`config.mk`:
```
export PLATFORM = sky130hd
export DESIGN_NAME = sfq_and_monitor
export DESIGN_NICKNAME = d
export VERILOG_FILES = /design/src/rtl/sfq_and_monitor.sv
export SDC_FILE = /design/constraint.sdc
export NUM_CORES = 1
export LEC_CHECK = 0
export CORE_ASPECT_RATIO = 0.5
export CORE_MARGIN = 2
export CORE_UTILIZATION = 30
export CTS_BUF_LIST = sky130_fd_sc_hd__clkbuf_16
export DETAILED_ROUTE_END_ITERATION = 12
export DONT_BUFFER_PORTS = 1
export GPL_TIMING_DRIVEN = 0
export PLACE_DENSITY = 0.53
export SYNTH_ARGS = -nofsm -noshare
export SYNTH_HDL_FRONTEND = slang
export SYNTH_SLANG_ARGS = --single-unit
```
`constraint.sdc`:
```
create_clock -name clk -period 1.7 [get_ports clk]
set_clock_uncertainty 0.05 [all_clocks]
set_input_delay 0.255 -clock clk [delete_from_list [all_inputs] [get_ports clk]]
set_output_delay 0.255 -clock clk [all_outputs]
set_load 0.02 [all_outputs]
```
`src/rtl/sfq_and_monitor.sv`:
```
`default_nettype none
// ============================================================================
// Module   : sfq_and_monitor
// Brief    : Reference-model checker for a clocked SFQ AND cell. Decodes
//            toggle-encoded pulses, tracks the cell's stored-input state,
//            checks the output pulse window and keeps saturating counters.
// Revision : 1.0 - initial release
// ============================================================================
module sfq_and_monitor #(
  parameter int OUT_WINDOW = 4,
  parameter int CNT_W      = 16
) (
  input  logic             clk,
  input  logic             rst,
  input  logic             a_i,
  input  logic             b_i,
  input  logic             sfq_clk_i,
  input  logic             out_i,
  output logic [1:0]       state_o,
  output logic             busy_o,
  output logic             pass_o,
  output logic             err_o,
  output logic [1:0]       err_code_o,
  output logic [CNT_W-1:0] pulse_cnt_o,
  output logic [CNT_W-1:0] err_cnt_o
);

  // Bit 0 = A stored, bit 1 = B stored.
  typedef enum logic [1:0] {
    S_EMPTY = 2'd0,
    S_A     = 2'd1,
    S_B     = 2'd2,
    S_AB    = 2'd3
  } state_e;

  localparam logic [1:0]       c_err_none  = 2'd0;
  localparam logic [1:0]       c_err_dup   = 2'd1;
  localparam logic [1:0]       c_err_miss  = 2'd2;
  localparam logic [1:0]       c_err_spur  = 2'd3;
  localparam logic [3:0]       c_window    = 4'(OUT_WINDOW);
  localparam logic [CNT_W-1:0] c_cnt_one   = {{(CNT_W-1){1'b0}}, 1'b1};
  localparam logic [CNT_W-1:0] c_cnt_max   = {CNT_W{1'b1}};

  // Previous input levels for pulse (level-change) detection.
  logic a_prev_q, b_prev_q, clk_prev_q, out_prev_q;

  state_e             state_q, state_d;
  logic               busy_q, busy_d;
  logic [3:0]         timer_q, timer_d;
  logic               pass_q, pass_d;
  logic               err_q, err_d;
  logic [1:0]         err_code_q, err_code_d;
  logic [CNT_W-1:0]   pulse_cnt_q, pulse_cnt_d;
  logic [CNT_W-1:0]   err_cnt_q, err_cnt_d;

  logic w_a_pulse, w_b_pulse, w_clk_pulse, w_out_pulse;
  logic [1:0] w_post_clk;
  logic w_expected, w_dup, w_missing, w_spurious;

  assign w_a_pulse   = a_i ^ a_prev_q;
  assign w_b_pulse   = b_i ^ b_prev_q;
  assign w_clk_pulse = sfq_clk_i ^ clk_prev_q;
  assign w_out_pulse = out_i ^ out_prev_q;

  // Cell model, window checker, error priority and counter next-state.
  always_comb begin
    w_post_clk  = state_q;
    w_expected  = 1'b0;
    w_missing   = 1'b0;
    w_spurious  = 1'b0;
    pass_d      = 1'b0;
    busy_d      = busy_q;
    timer_d     = timer_q;
    err_code_d  = c_err_none;
    pulse_cnt_d = pulse_cnt_q;
    err_cnt_d   = err_cnt_q;

    // Gate clock is applied first; data pulses then land on the cleared state.
    if (w_clk_pulse) begin
      w_expected = (state_q == S_AB);
      w_post_clk = S_EMPTY;
    end
    w_dup   = (w_a_pulse & w_post_clk[0]) | (w_b_pulse & w_post_clk[1]);
    state_d = state_e'(w_post_clk | {w_b_pulse, w_a_pulse});

    // An out pulse is judged against the window pending before this edge.
    if (w_out_pulse) begin
      if (busy_q) begin
        pass_d  = 1'b1;
        busy_d  = 1'b0;
        timer_d = 4'd0;
      end else begin
        w_spurious = 1'b1;
      end
    end else if (busy_q) begin
      // Timer expiry or re-arming both close the old window as missing.
      if (w_expected || (timer_q == 4'd1)) begin
        w_missing = 1'b1;
        busy_d    = 1'b0;
        timer_d   = 4'd0;
      end else begin
        timer_d = timer_q - 4'd1;
      end
    end

    if (w_expected) begin
      busy_d  = 1'b1;
      timer_d = c_window;
    end

    err_d = w_missing | w_spurious | w_dup;
    if (w_missing) begin
      err_code_d = c_err_miss;
    end else if (w_spurious) begin
      err_code_d = c_err_spur;
    end else if (w_dup) begin
      err_code_d = c_err_dup;
    end

    if (w_out_pulse && (pulse_cnt_q != c_cnt_max)) begin
      pulse_cnt_d = pulse_cnt_q + c_cnt_one;
    end
    if (err_d && (err_cnt_q != c_cnt_max)) begin
      err_cnt_d = err_cnt_q + c_cnt_one;
    end
  end

  // State register; reset captures live input levels so no false pulse follows.
  always_ff @(posedge clk) begin
    a_prev_q   <= a_i;
    b_prev_q   <= b_i;
    clk_prev_q <= sfq_clk_i;
    out_prev_q <= out_i;
    if (rst) begin
      state_q     <= S_EMPTY;
      busy_q      <= 1'b0;
      timer_q     <= 4'd0;
      pass_q      <= 1'b0;
      err_q       <= 1'b0;
      err_code_q  <= c_err_none;
      pulse_cnt_q <= '0;
      err_cnt_q   <= '0;
    end else begin
      state_q     <= state_d;
      busy_q      <= busy_d;
      timer_q     <= timer_d;
      pass_q      <= pass_d;
      err_q       <= err_d;
      err_code_q  <= err_code_d;
      pulse_cnt_q <= pulse_cnt_d;
      err_cnt_q   <= err_cnt_d;
    end
  end

  assign state_o     = state_q;
  assign busy_o      = busy_q;
  assign pass_o      = pass_q;
  assign err_o       = err_q;
  assign err_code_o  = err_code_q;
  assign pulse_cnt_o = pulse_cnt_q;
  assign err_cnt_o   = err_cnt_q;

endmodule
`default_nettype wire

```
==> flow_summary.json, run 1 <==
{
  "synth_edf_count": 0,
  "antenna_cells": 0,
  "cts_root_buffer": "clkbuf_16",
  "fin_crit_sh_pct": 110,
  "cts_tree": "yes",
  "ant_nets": 0,
  "critPathArrivalTime_ns": 2.02,
  "cp-startpoint": "err_cnt_o[0]$_SDFFE_PP0P_",
  "final_cell_mix": "nor2_1 (28), dfxtp_2 (24), a21oi_1 (18), buf_4 (15), dfxtp_4 (14)",
  "rrSetupSlack_ns": -0.16,
  "syn_area_per_cell_um2": 8.83,
  "vias": 1824,
  "fp.dieW_um": 122,
  "syn_area_um2": 2090,
  "slew_headroom_pct": 58.4,
  "place_congestion": 0.816,
  "final_common_cell": "nor2_1",
  "rr_endpoint": "err_cnt_o[7]$_SDFFE_PP0P_",
  "grt_remaining_overflow": 0,
  "grt_usage_pct": 14.2,
  "fmax_mhz": 537,
  "grt_pass1_wl_um": 8660,
  "end_kind": "register",
  "grt_max_degree": 14,
  "fin_nets": 277,
  "leakagePower_nw": 0.960,
  "setup_violations": 21,
  "crit_chain": "ha_4, and3_4, nor2b_4, nand2_2, o21ai_4, buf_6, or4_4, a21oi_2",
  "async_flop_share_pct": 0,
  "hold_viol": 0,
  "antenna_found_initial": 0,
  "clk_path_buf_depth": 2,
  "swShare_pct": 26.1,
  "syn_to_final_growth_pct": 36.5,
  "drive_gt1_share_pct": 38.8,
  "powerDensity_nw_per_um2": 859,
  "cp_max_fo": 6,
  "fillCellCount": 688,
  "setup_ws_ns": -0.163,
  "pin_count": 45,
  "initial_core_util_pct": 31.1,
  "maxSlewViolCount": 0,
  "dp_hpwl_um": 3540,
  "cp_num_buf_inv": 1,
  "worstHoldPathType": "in -> reg",
  "rows": 21,
  "synth_cells": 237,
  "multi_input_area_um2": 1330,
  "io_buffers": 0,
  "numCtsBuffers": 5,
  "vias_per_cell": 5.07,
  "first_iter_violations": 95,
  "maxCapViolations": 0,
  "p_clk_share_pct": 37.6,
  "fp.coreArea_um2": 6730,
  "combinationalPowerShare_pct": 12.1,
  "r2r-start": "err_cnt_o[0]$_SDFFE_PP0P_",
  "critPathTopFamily": "simple AND/OR/NAND/NOR gates",
  "p_seq_share_pct": 50.3,
  "worst_path_max_delay_cell": "or4_4",
  "die_h_um": 63.1,
  "yosys_warnings": 0,
  "crit_end": "err_cnt_o[7]$_SDFFE_PP0P_",
  "dr.pass1.iters": 4,
  "fin_crit_ns": 1.86,
  "max_stage_delay_ns": 0.42,
  "finalNonFillerCells": 360,
  "insertion_delay_ns": 0.28,
  "wl_per_cell_um": 14.6,
  "grt_pass1_vias": 1755,
  "violations": "negative setup slack",
  "status": "finished, violations left",
  "grt_setup_unrepaired": "true",
  "dp_cells": 329,
  "cts_sinks": 47,
  "synth_ff_type": "dfxtp_1",
  "yosysSeqAreaShare_pct": 45.0,
  "wirelength_um": 5260,
  "synth_cell_types": 34,
  "cp.depth": 8,
  "r2r_cells": 8,
  "drc": 0,
  "crit_type": "reg -> reg",
  "start_kind": "register",
  "synth_nets": 247,
  "clk_transition_reported_paths_ns": 0.06,
  "post-route-util_pct": 42.4,
  "die-area_um2": 7700,
  "critPathRequiredTime_ns": 1.86,
  "worstMarginPinSlew_ns": 0.623,
  "internal-power_w": 0.00181,
  "power.switching_w": 0.000639,
  "vdd_drop_max_uv": 459,
  "ff_latch_area_um2": 1020,
  "h-tree-depth": 2,
  "ys_ff_latch": 47
}
[flip-flops by register name, indices dropped and copies added, names as in the netlist, 2 cells and up]
name and cells:
state_o 2, pulse_cnt_o 16, err_code_o 2, err_cnt_o 16, timer_q 4
[worst reg2reg max path: stages (launching register included)]
cell	delay, ns
dfxtp_4	0.39
ha_4	0.17
and3_4	0.17
nor2b_4	0.13
nand2_2	0.09
o21ai_4	0.10
buf_6	0.14
or4_4	0.42
a21oi_2	0.13
[routing by layer]
metal	GRT usage, %	vias up	share of wire (%)
met5	0	-	0
met4	4.45	0	1.0
li1	-	904	-
met1	17.1	889	44
met3	5.07	6	6.5
met2	23.8	25	48
[layout make-up]
| type | instances | share of cell area, % |
|---|---|---|
| multi-input combinational | 179 | 46.7 |
| buffer | 6 | 0.920 |
| tap | 92 | 4.03 |
| clock buffer | 5 | 4.38 |
| clock inverter | 3 | 0.394 |
| timing repair buffer | 23 | 7.06 |
| inverter | 5 | 0.657 |
| sequential | 47 | 35.8 |
[cells by family after synthesis]
logic type,Yosys count,share of synthesized area [%]
simple gates,105,25.7
flops,47,45.0
compound gates,44,13.4
xor+xnor,22,9.57
buf+inv,11,2.03
mux,4,1.97
fa+ha+maj,4,2.39
[Yosys cell counts (7+ instances only)]
cell	count	share of area [%]
dfxtp_1	47	45
nor2_1	31	5.6
a21oi_1	21	5.0
nand2_1	16	2.9
xnor2_1	12	5.0
nand3_1	11	2.6
o21ai_0	11	2.6
nor3_1	10	2.4
or3_1	9	2.7
xor2_1	9	3.8
nand4_1	7	2.1
[per-stage QoR]
step	worst slack (ns)	hold WS (ns)	power, W	area [um^2]	setup TNS (ns)
floorplan	-0.0458	0.233	0.00140	2210	-0.0830
global placement	-0.224	0.233	0.00145	2320	-2.60
detailed placement	-0.246	0.233	0.00147	2320	-3.20
CTS	-0.146	0.177	0.00246	2680	-2.03
global route	-0.221	0.197	0.00258	2860	-3.53
finish	-0.163	0.185	0.00245	2860	-1.36
[power groups by stage]
| stage | Clock [W] | Sequential [W] | Combinational [W] |
|---|---|---|---|
| after floorplan | 0 | 0.00125 | 0.000157 |
| after global placement | 0 | 0.00126 | 0.000192 |
| after detailed placement | 0 | 0.00126 | 0.000207 |
| after CTS | 0.000961 | 0.00123 | 0.000269 |
| after global routing | 0.00101 | 0.00124 | 0.000332 |
| final | 0.000923 | 0.00123 | 0.000297 |
[how the worst min path moves through the flow]
stage	startpoint	end	depth (start not counted)
6_report	b_i	state_o[1]$_SDFF_PP0_	2
4_1_cts	b_i	state_o[1]$_SDFF_PP0_	2
2_1_floorplan	a_i	a_prev_q$_DFF_P_	0
3_3_place_gp	b_i	b_prev_q$_DFF_P_	0
5_1_grt	b_i	state_o[1]$_SDFF_PP0_	2
3_5_place_dp	b_i	b_prev_q$_DFF_P_	0
[repair_timing]
item,CTS,global route
setup buffers,12,7
setup endpoints to repair,23,30
endpoints found under the hold margin,4,0
hold buffers,4,0
resized for setup,32,32
pin swaps,19,23
Note: power is estimated with default switching activity, not from simulation.
==> run 2, diff against run 1 <==
--- a/config.mk
+++ b/config.mk
@@ -6,13 +6,13 @@
 export NUM_CORES = 1
 export LEC_CHECK = 0
 export CORE_ASPECT_RATIO = 0.5
-export CORE_MARGIN = 2
-export CORE_UTILIZATION = 30
+export CORE_MARGIN = 4
+export CORE_UTILIZATION = 50
 export CTS_BUF_LIST = sky130_fd_sc_hd__clkbuf_16
 export DETAILED_ROUTE_END_ITERATION = 12
 export DONT_BUFFER_PORTS = 1
 export GPL_TIMING_DRIVEN = 0
-export PLACE_DENSITY = 0.53
+export PLACE_DENSITY = 0.76
 export SYNTH_ARGS = -nofsm -noshare
 export SYNTH_HDL_FRONTEND = slang
 export SYNTH_SLANG_ARGS = --single-unit
==> flow_summary.json, run 2 (synthesis results as in run 1) <==
{
  "status": "finished, violations left",
  "violations": "negative setup slack",
  "dp_slack_ns": -0.216,
  "clk_path_buf_depth": 2,
  "grt_pass1_wl_um": 7980,
  "grt_usage_pct": 19.1,
  "end_kind": "register",
  "hold_depth": 2,
  "cts_tree": "yes",
  "finalPower_w": 0.00245,
  "dp_hpwl_um": 3150,
  "maxCapViolations": 0,
  "cp_max_fo": 6,
  "io_buffers": 0,
  "wl_per_cell_um": 15.4,
  "insertion_delay_ns": 0.28,
  "first_iter_violations": 66,
  "clk_transition_reported_paths_ns": 0.06,
  "die-area_um2": 5350,
  "critPathArrivalTime_ns": 2.00,
  "leakagePower_nw": 1.00,
  "cts_root_buffer": "clkbuf_16",
  "worstMarginPinSlew_ns": 0.592,
  "rows": 16,
  "fp.coreArea_um2": 3960,
  "initial_core_util_pct": 52.8,
  "setup_violations": 21,
  "critPathRequiredTime_ns": 1.81,
  "ant_nets": 0,
  "fin_crit_sh_pct": 111,
  "final_cell_mix": "nor2_1 (29), buf_4 (20), a21oi_1 (19), dfxtp_2 (19), dfxtp_4 (18)",
  "grt_remaining_overflow": 0,
  "dr.pass1.iters": 4,
  "r2r_cells": 6,
  "hold_viol": 0,
  "worstHoldPathType": "in -> reg",
  "slew_headroom_pct": 60.5,
  "fin_crit_ns": 1.88,
  "final_common_cell": "nor2_1",
  "vdd_drop_max_uv": 578,
  "syn_to_final_growth_pct": 37.4,
  "cts_sinks": 47,
  "pin_count": 45,
  "fillCellCount": 278,
  "fmax_mhz": 531,
  "grt_pass1_vias": 1689,
  "crit_type": "reg -> reg",
  "vias": 1900,
  "antenna_found_initial": 0,
  "rrSetupSlack_ns": -0.18,
  "powerDensity_nw_per_um2": 851,
  "fin_nets": 282,
  "drc": 0,
  "totalNegativeSetupSlack_ns": -1.86,
  "h-tree-depth": 2,
  "setup_ws_ns": -0.182,
  "die_h_um": 53.7,
  "start_kind": "register",
  "grt_setup_unrepaired": "true",
  "maxSlewViolCount": 0,
  "place_congestion": 0.847,
  "grt_max_degree": 15,
  "wirelength_um": 5030,
  "vias_per_cell": 5.81,
  "drive_gt1_share_pct": 39.6,
  "antenna_cells": 0,
  "post-route-util_pct": 72.5,
  "numCtsBuffers": 5,
  "fp.dieW_um": 99.5
}
==> run 2: changes by cell type in the layout (fill, tap and decap cells not counted), sizes merged <==
cell	previous run	this run
buf	20	24
o21ai	13	14
==> run 2: power breakdown <==
part	leakage, nW	switching [W]	internal (W)	total [W]
logic	0.527	0.000153	0.000151	0.000304
registers	0.405	0.0000954	0.00113	0.00123
clock network	0.0724	0.000385	0.000531	0.000916
==> run 2: worst paths after layout <==
path                        startpoint                    endpoint
min                                a_i       state_o[0]$_SDFF_PP0_
max            timer_q[2]$_SDFFE_PP0P_  err_cnt_o[10]$_SDFFE_PP0P_
min reg2reg  err_cnt_o[9]$_SDFFE_PP0P_   err_cnt_o[9]$_SDFFE_PP0P_
max reg2reg    timer_q[2]$_SDFFE_PP0P_  err_cnt_o[10]$_SDFFE_PP0P_
==> run 2: worst max-delay path: stages, from the launching register on <==
cell     delay (ns)
dfxtp_1        0.34
nor2_1         0.18
nand2_2        0.11
a31oi_4        0.31
o21ai_4        0.14
nor4_4         0.31
mux2_4         0.32
==> run 2: routing by layer <==
layer | track usage (%) | routed length (um) | vias up
li1 | - | - | 920
met1 | 24.0 | 2220 | 903
met2 | 31.3 | 2380 | 69
met3 | 6.86 | 369 | 8
met4 | 6.12 | 53 | 0
met5 | 0 | 0 | -
==> run 2: cell type report <==
type / instances / area [um^2] / area share, %
buffer: 6 / 30.0 / 1.04
clock buffer: 5 / 125 / 4.35
clock inverter: 3 / 12.5 / 0.435
inverter: 5 / 18.8 / 0.653
multi-input combinational: 180 / 1370 / 47.7
sequential: 47 / 1030 / 35.9
tap: 54 / 67.6 / 2.35
timing repair buffer: 27 / 218 / 7.58
==> run 2: through the flow <==
| step | std cells | hold slack [ns] | instance area [um^2] |
|---|---|---|---|
| after floorplan | 237 | 0.233 | 2210 |
| after global placement | 291 | 0.233 | 2280 |
| after detailed placement | 291 | 0.233 | 2280 |
| after CTS | 312 | 0.181 | 2640 |
| after global routing | 327 | 0.196 | 2870 |
| final | 327 | 0.179 | 2870 |
==> run 2: timing repair <==
action | CTS | global route
setup buffers | 8 | 14
cloned | 1 | 1
endpoints found under the setup margin | 22 | 31
pin swaps | 17 | 18
gates resized for setup | 32 | 33
hold buffers | 4 | 0
endpoints found under the hold margin | 4 | 0
